--- src/rtl/fetch_byte_streamer_pkg.sv ---
// Shared types and constants for the fetch byte streamer and its word FIFO.
package fetch_byte_streamer_pkg;

    localparam int ADDR_W_DEF = 32;
    localparam int WORD_BYTES = 4;
    localparam int OFF_W      = $clog2(WORD_BYTES);

    typedef logic [ADDR_W_DEF-1:0]   addr_t;
    typedef logic [8*WORD_BYTES-1:0] word_t;
    typedef logic [7:0]              byte_t;
    typedef logic [OFF_W-1:0]        off_t;

endpackage

--- src/rtl/fetch_word_fifo.sv ---
// Small word FIFO between the memory response port and the byte picker.
// Head is read combinationally so the current byte is available every cycle.
module fetch_word_fifo
    import fetch_byte_streamer_pkg::*;
#(
    parameter int DEPTH = 2
) (
    input  logic                     clk,
    input  logic                     srst,
    input  logic                     flush,
    input  logic                     push,
    input  word_t                    push_word,
    input  logic                     pop,
    output word_t                    head,
    output logic [$clog2(DEPTH):0]   count
);

    localparam int PTR_W = $clog2(DEPTH);
    localparam int CNT_W = PTR_W + 1;

    word_t             mem_reg [DEPTH];
    logic [PTR_W-1:0]  wr_ptr_reg;
    logic [PTR_W-1:0]  rd_ptr_reg;
    logic [CNT_W-1:0]  count_reg;

    // Storage write; data words need no reset since count gates their use.
    always_ff @(posedge clk) begin
        if (push) begin
            mem_reg[wr_ptr_reg] <= push_word;
        end
    end

    // Pointer and occupancy tracking; flush empties the FIFO in one cycle.
    always_ff @(posedge clk) begin
        if (srst || flush) begin
            wr_ptr_reg <= '0;
            rd_ptr_reg <= '0;
            count_reg  <= '0;
        end else begin
            if (push) begin
                wr_ptr_reg <= wr_ptr_reg + PTR_W'(1);
            end
            if (pop) begin
                rd_ptr_reg <= rd_ptr_reg + PTR_W'(1);
            end
            case ({push, pop})
                2'b10:   count_reg <= count_reg + CNT_W'(1);
                2'b01:   count_reg <= count_reg - CNT_W'(1);
                default: count_reg <= count_reg;
            endcase
        end
    end

    assign head  = mem_reg[rd_ptr_reg];
    assign count = count_reg;

endmodule

--- src/rtl/fetch_byte_streamer.sv ---
// Fetches aligned words from instruction memory and streams one byte per
// cycle with its pc to decode. Redirects flush the buffer and drop any
// in-flight response. Optional macro FETCH_BYPASS_EN lets a response word
// feed the byte output in the same cycle when the buffer is empty.
module fetch_byte_streamer
    import fetch_byte_streamer_pkg::*;
#(
    parameter int                ADDR_W    = ADDR_W_DEF,
    parameter int                BUF_WORDS = 2,
    parameter logic [ADDR_W-1:0] RESET_PC  = '0
) (
    input  logic              clk,
    input  logic              rst,
    input  logic              redirect_valid,
    input  logic [ADDR_W-1:0] redirect_pc,
    output logic              mem_req,
    output logic [ADDR_W-1:0] mem_addr,
    input  logic              mem_gnt,
    input  logic              mem_rvalid,
    input  logic [31:0]       mem_rdata,
    output logic [7:0]        inst,
    output logic [ADDR_W-1:0] pc,
    output logic              valid,
    input  logic              ready
);

    localparam int                CNT_W      = $clog2(BUF_WORDS) + 1;
    localparam logic [CNT_W-1:0]  FULL_COUNT = CNT_W'(BUF_WORDS);
    localparam int                WA_W       = ADDR_W - OFF_W;
    localparam off_t              LAST_OFF   = off_t'(WORD_BYTES - 1);

    logic [WA_W-1:0]   req_word_reg;
    logic [ADDR_W-1:0] out_pc_reg;
    off_t              byte_off_reg;
    logic              outstanding_reg;
    logic              discard_reg;

    word_t             fifo_head;
    word_t             head_word;
    logic [CNT_W-1:0]  buf_count;
    logic              buf_empty;
    logic              buf_full;
    logic              grant;
    logic              resp;
    logic              accept_word;
    logic              bypass_hit;
    logic              fire;
    logic              last_byte;
    logic              push;
    logic              pop;
    byte_t             lane [WORD_BYTES];

    assign buf_empty = (buf_count == '0);
    assign buf_full  = (buf_count == FULL_COUNT);

    // Only one fetch in flight; a redirect cycle never issues.
    assign mem_req  = !rst && !outstanding_reg && !buf_full && !redirect_valid;
    assign mem_addr = {req_word_reg, {OFF_W{1'b0}}};
    assign grant    = mem_req & mem_gnt;

    // Responses without a request in flight are ignored; stale ones dropped.
    assign resp        = mem_rvalid & outstanding_reg;
    assign accept_word = resp & !discard_reg & !redirect_valid;

`ifdef FETCH_BYPASS_EN
    assign bypass_hit = accept_word & buf_empty;
    assign head_word  = buf_empty ? mem_rdata : fifo_head;
`else
    assign bypass_hit = 1'b0;
    assign head_word  = fifo_head;
`endif

    // Little-endian byte lanes of the current head word.
    for (genvar gi = 0; gi < WORD_BYTES; gi++) begin : g_lane
        assign lane[gi] = head_word[8*gi +: 8];
    end

    assign inst      = lane[byte_off_reg];
    assign pc        = out_pc_reg;
    assign valid     = !rst && (!buf_empty || bypass_hit) && !redirect_valid;
    assign fire      = valid & ready;
    assign last_byte = (byte_off_reg == LAST_OFF);

    // A bypassed word whose last byte is consumed immediately is never stored.
    assign pop  = fire & last_byte & !buf_empty;
    assign push = accept_word & !(bypass_hit & fire & last_byte);

    fetch_word_fifo #(
        .DEPTH (BUF_WORDS)
    ) u_fifo (
        .clk       (clk),
        .srst      (rst),
        .flush     (redirect_valid),
        .push      (push),
        .push_word (mem_rdata),
        .pop       (pop),
        .head      (fifo_head),
        .count     (buf_count)
    );

    // Fetch pointer, output pc/offset, in-flight and discard tracking.
    always_ff @(posedge clk) begin
        if (rst) begin
            req_word_reg    <= RESET_PC[ADDR_W-1:OFF_W];
            out_pc_reg      <= RESET_PC;
            byte_off_reg    <= RESET_PC[OFF_W-1:0];
            outstanding_reg <= 1'b0;
            discard_reg     <= 1'b0;
        end else if (redirect_valid) begin
            req_word_reg    <= redirect_pc[ADDR_W-1:OFF_W];
            out_pc_reg      <= redirect_pc;
            byte_off_reg    <= redirect_pc[OFF_W-1:0];
            // A response landing now retires the old fetch, so nothing to drop later.
            outstanding_reg <= outstanding_reg & !mem_rvalid;
            discard_reg     <= (outstanding_reg & !mem_rvalid) | grant;
        end else begin
            if (grant) begin
                outstanding_reg <= 1'b1;
                req_word_reg    <= req_word_reg + WA_W'(1);
            end else if (resp) begin
                outstanding_reg <= 1'b0;
            end
            if (resp && discard_reg) begin
                discard_reg <= 1'b0;
            end
            if (fire) begin
                out_pc_reg   <= out_pc_reg + ADDR_W'(1);
                byte_off_reg <= byte_off_reg + off_t'(1);
            end
        end
    end

endmodule

--- config.mk ---
export PLATFORM = sky130hd
export DESIGN_NAME = fetch_byte_streamer
export DESIGN_NICKNAME = d
export VERILOG_FILES = /design/src/rtl/fetch_byte_streamer_pkg.sv /design/src/rtl/fetch_word_fifo.sv /design/src/rtl/fetch_byte_streamer.sv
export SDC_FILE = /design/constraint.sdc
export NUM_CORES = 1
export LEC_CHECK = 0
export ABC_AREA = 0
export BUFFER_PORTS_ARGS = -buffer_cell sky130_fd_sc_hd__buf_2
export CAP_MARGIN = 20
export CORE_MARGIN = 1.5
export CORE_UTILIZATION = 58
export CTS_CLUSTER_DIAMETER = 30
export DETAILED_ROUTE_END_ITERATION = 8
export PLACE_DENSITY = 0.85
export SETUP_SLACK_MARGIN = 0.1
export SLEW_MARGIN = 25
export SYNTH_ARGS = -nofsm -noshare
export SYNTH_HDL_FRONTEND = slang
export SYNTH_SLANG_ARGS = --single-unit
--- constraint.sdc ---
create_clock -name clk -period 5.8 [get_ports clk]
set_input_delay 1.45 -clock clk [delete_from_list [all_inputs] [get_ports clk]]
set_output_delay 1.45 -clock clk [all_outputs]
set_load 0.02 [all_outputs]
==> flow_summary.toml <==
[synthesis]
syn_avg_cell_area_sq_um = 11.1
synth-seq-cells = 135
ys_types = 55
ys_seq_area_share_pct = 52.9
syn-instance-count = 571
yosysWarnings = 0
netlist_area_sq_mm = 0.00632

[floorplanning]
die_area_sq_mm = 0.0115
die_y_um = 107
io_pins = 144
initial_core_util_pct = 60.4
core_area_sq_mm = 0.0105
row_count = 37
fp.dieW_um = 107

[worst_setup_path]
arrival_ps = 2770
cp_max_fo = 36
required_ps = 4350
worstSetupEndpointType = "output port"
cp-start-kind = "input port"
worst-path-buf-inv = 2
critPathKind = "input port to output port"
critPathMaxStageDelay_ps = 560
cp_cell_sequence = "buf_2, or2_1, nor3_1, buf_2"
slowest_stage = "buf_2"
crit_top_cell = "buf_2"
cp_top_family = "buffers and inverters"

[job]
cap_violations = 0

[clock_tree]
htreeDepth = 4
insertion_delay_ps = 530
cts_setup_buffers = 0
post_cts_resized = 0
clk_pin_slew_ps = 60
cts_tree = "done"
cts_root_buf = "clkbuf_8"
cts.path.max_buffers = 2
cts_buffers = 17
hold_buffers = 0
cts_num_sinks = 135

[worst_hold_path]
worstHoldPathType = "register to register"

[route]
vias = 5404
wl_per_cell_um = 20.0
drc = 0
drt_iter0_drc = 800
routed_wl_um = 17100
via_per_inst = 6.31
dr.pass1.iters = 6
ant_nets = 0

[cells_and_area]
final_util_pct = 73.5
fillCellCount = 722
largest_reg_flops = 64
area_growth_pct = 21.7
antenna_cells = 0
layoutNonFillerInstCount = 856
nNetsFinal = 781
drive_above_1_share_pct = 29.9
fin_area_sq_mm = 0.00769

[placed_design]
place_inst = 824
gp_congestion = 0.928
place_ws_ps = 1640
port_buffers = 141
post-dp-hpwl_um = 11500
dpl_cell_area_sq_mm = 0.00709

[power]
p_total_mw = 2.36
p_int_mw = 1.77
combPwrFrac_pct = 9.2
p_sw_mw = 0.593
clock_power_share_pct = 45.3
seq_power_share_pct = 45.5
switching_share_pct = 25.1
powerDensity_mw_per_mm2 = 307
vdd_ir_drop_max_uv = 215
leakage_nw = 2.86

[global_route]
grt_max_degree = 73
grt_pass1_vias = 5172
grt-ovfl-total = 0
antenna_found_initial = 0
grt_pass1_wl_um = 26500
track_usage_pct = 30.4

[run_status]
status = "finished clean"

[sta]
rsz0062_at_grt = "false"
worst_slew_margin_rel_pct = 36.6
clock_skew_ps = 7.35
clock.fmax_mhz = 237
finalSetupTns_ps = 0
timing_hold_violations_final = 0
period_minus_slack_ps = 4220
drv_slew = 0
tightestPinTransition_ps = 951
setup_ws_ps = 1580
fin_crit_sh_pct = 72.8
whs_ps = 516
setup_viol = 0
-- layout make-up --
cell class | instances | area [sq um] | share of cell area (%)
clock buffer | 20 | 457 | 5.94
multi-input combinational | 390 | 2780 | 36.1
timing repair buffer | 144 | 728 | 9.47
sequential | 135 | 3340 | 43.5
tap | 136 | 170 | 2.21
clock inverter | 12 | 140 | 1.82
inverter | 19 | 72.6 | 0.944
-- kinds of logic after synthesis --
family | after synthesis | synth area share (%)
compound gates | 116 | 12.4
xor+xnor | 44 | 6.10
fa+ha+maj | 4 | 0.792
buf+inv | 47 | 3.23
flops | 135 | 52.9
mux | 30 | 8.14
other cells | 1 | 0.0594
simple gates | 194 | 16.4
-- metal layers --
layer / global-route usage (%) / up-vias / routed length [um]
li1: - / 2441 / -
met1: 39.0 / 2558 / 6620
met2: 48.8 / 341 / 8390
met3: 8.29 / 64 / 1570
met4: 12.5 / 0 / 525
met5: 0 / - / 0
-- worst reg2reg max path, delay by kind of cell, from the launching register on --
family / cells / cell delay, ps
DFF: 1 / 920
and+or+nand+nor: 2 / 530
adders and majority gates: 2 / 550
AOI/OAI and AO/OA: 1 / 150
-- synthesized netlist by cell type (all sizes together) --
cell type / number / area share (%)
a211oi: 11 / 1.3
a21boi: 15 / 1.8
a21o: 1 / 0.12
a21oi: 23 / 1.8
a22oi: 4 / 0.48
a2bb2oi: 1 / 0.14
a311oi: 2 / 0.28
a31oi: 11 / 1.1
a41oi: 2 / 0.28
and2: 3 / 0.30
and3: 8 / 0.79
and4: 3 / 0.42
buf: 8 / 0.91
clkbuf: 20 / 1.2
conb: 1 / 0.059
dfxtp: 71 / 22
edfxtp: 64 / 30
ha: 4 / 0.79
inv: 19 / 1.1
mux2: 11 / 2.0
mux2i: 3 / 0.48
mux4: 16 / 5.7
nand2: 47 / 2.8
nand2b: 3 / 0.30
nand3: 24 / 1.9
nand4: 30 / 3.0
nand4b: 2 / 0.28
nor2: 40 / 2.4
nor2b: 4 / 0.40
nor3: 11 / 1.2
nor4: 8 / 1.4
o211ai: 3 / 0.36
o21a: 14 / 1.7
o21ai: 11 / 0.87
o22ai: 9 / 0.89
o311ai: 6 / 0.83
o31a: 1 / 0.14
o32a: 1 / 0.16
o41a: 1 / 0.18
or2: 3 / 0.30
or3: 2 / 0.20
or4: 6 / 0.71
xnor2: 18 / 2.5
xor2: 26 / 3.6
-- cell usage in the layout, fill, tap and decap left out, types with 8 or more instances in the layout --
master and n:
buf_2 141, dfxtp_1 70, edfxtp_1 64, nand2_1 46, nor2_1 38, nand4_1 30, xor2_1 26, nand3_1 24
a21oi_1 23, inv_1 18, xnor2_1 18, clkbuf_16 17, mux4_2 16, a21boi_0 15, o21a_1 14, mux2_2 11
a31oi_1 11, a211oi_1 11, o21ai_0 10, o22ai_1 9, and3_1 8, nor3_1 8
-- power groups by stage --
stage	sequential [mW]	clock, mW	combinational, mW
2_1_floorplan	1.11	0	0.102
3_3_place_gp	1.09	0	0.205
3_5_place_dp	1.09	0	0.212
4_1_cts	1.07	1.08	0.216
5_1_grt	1.08	1.12	0.233
6_report	1.07	1.07	0.218
-- worst paths after layout --
check,startpoint,to,slack [ps],cells after the start
setup reg to reg,byte_off_reg[0],u_fifo.count[1],3580,5
hold / removal,pc[12],pc[12],520,1
setup / recovery,redirect_valid,mem_req,1580,4
hold reg to reg,pc[12],pc[12],520,1
(Power assumes the default switching activity.)
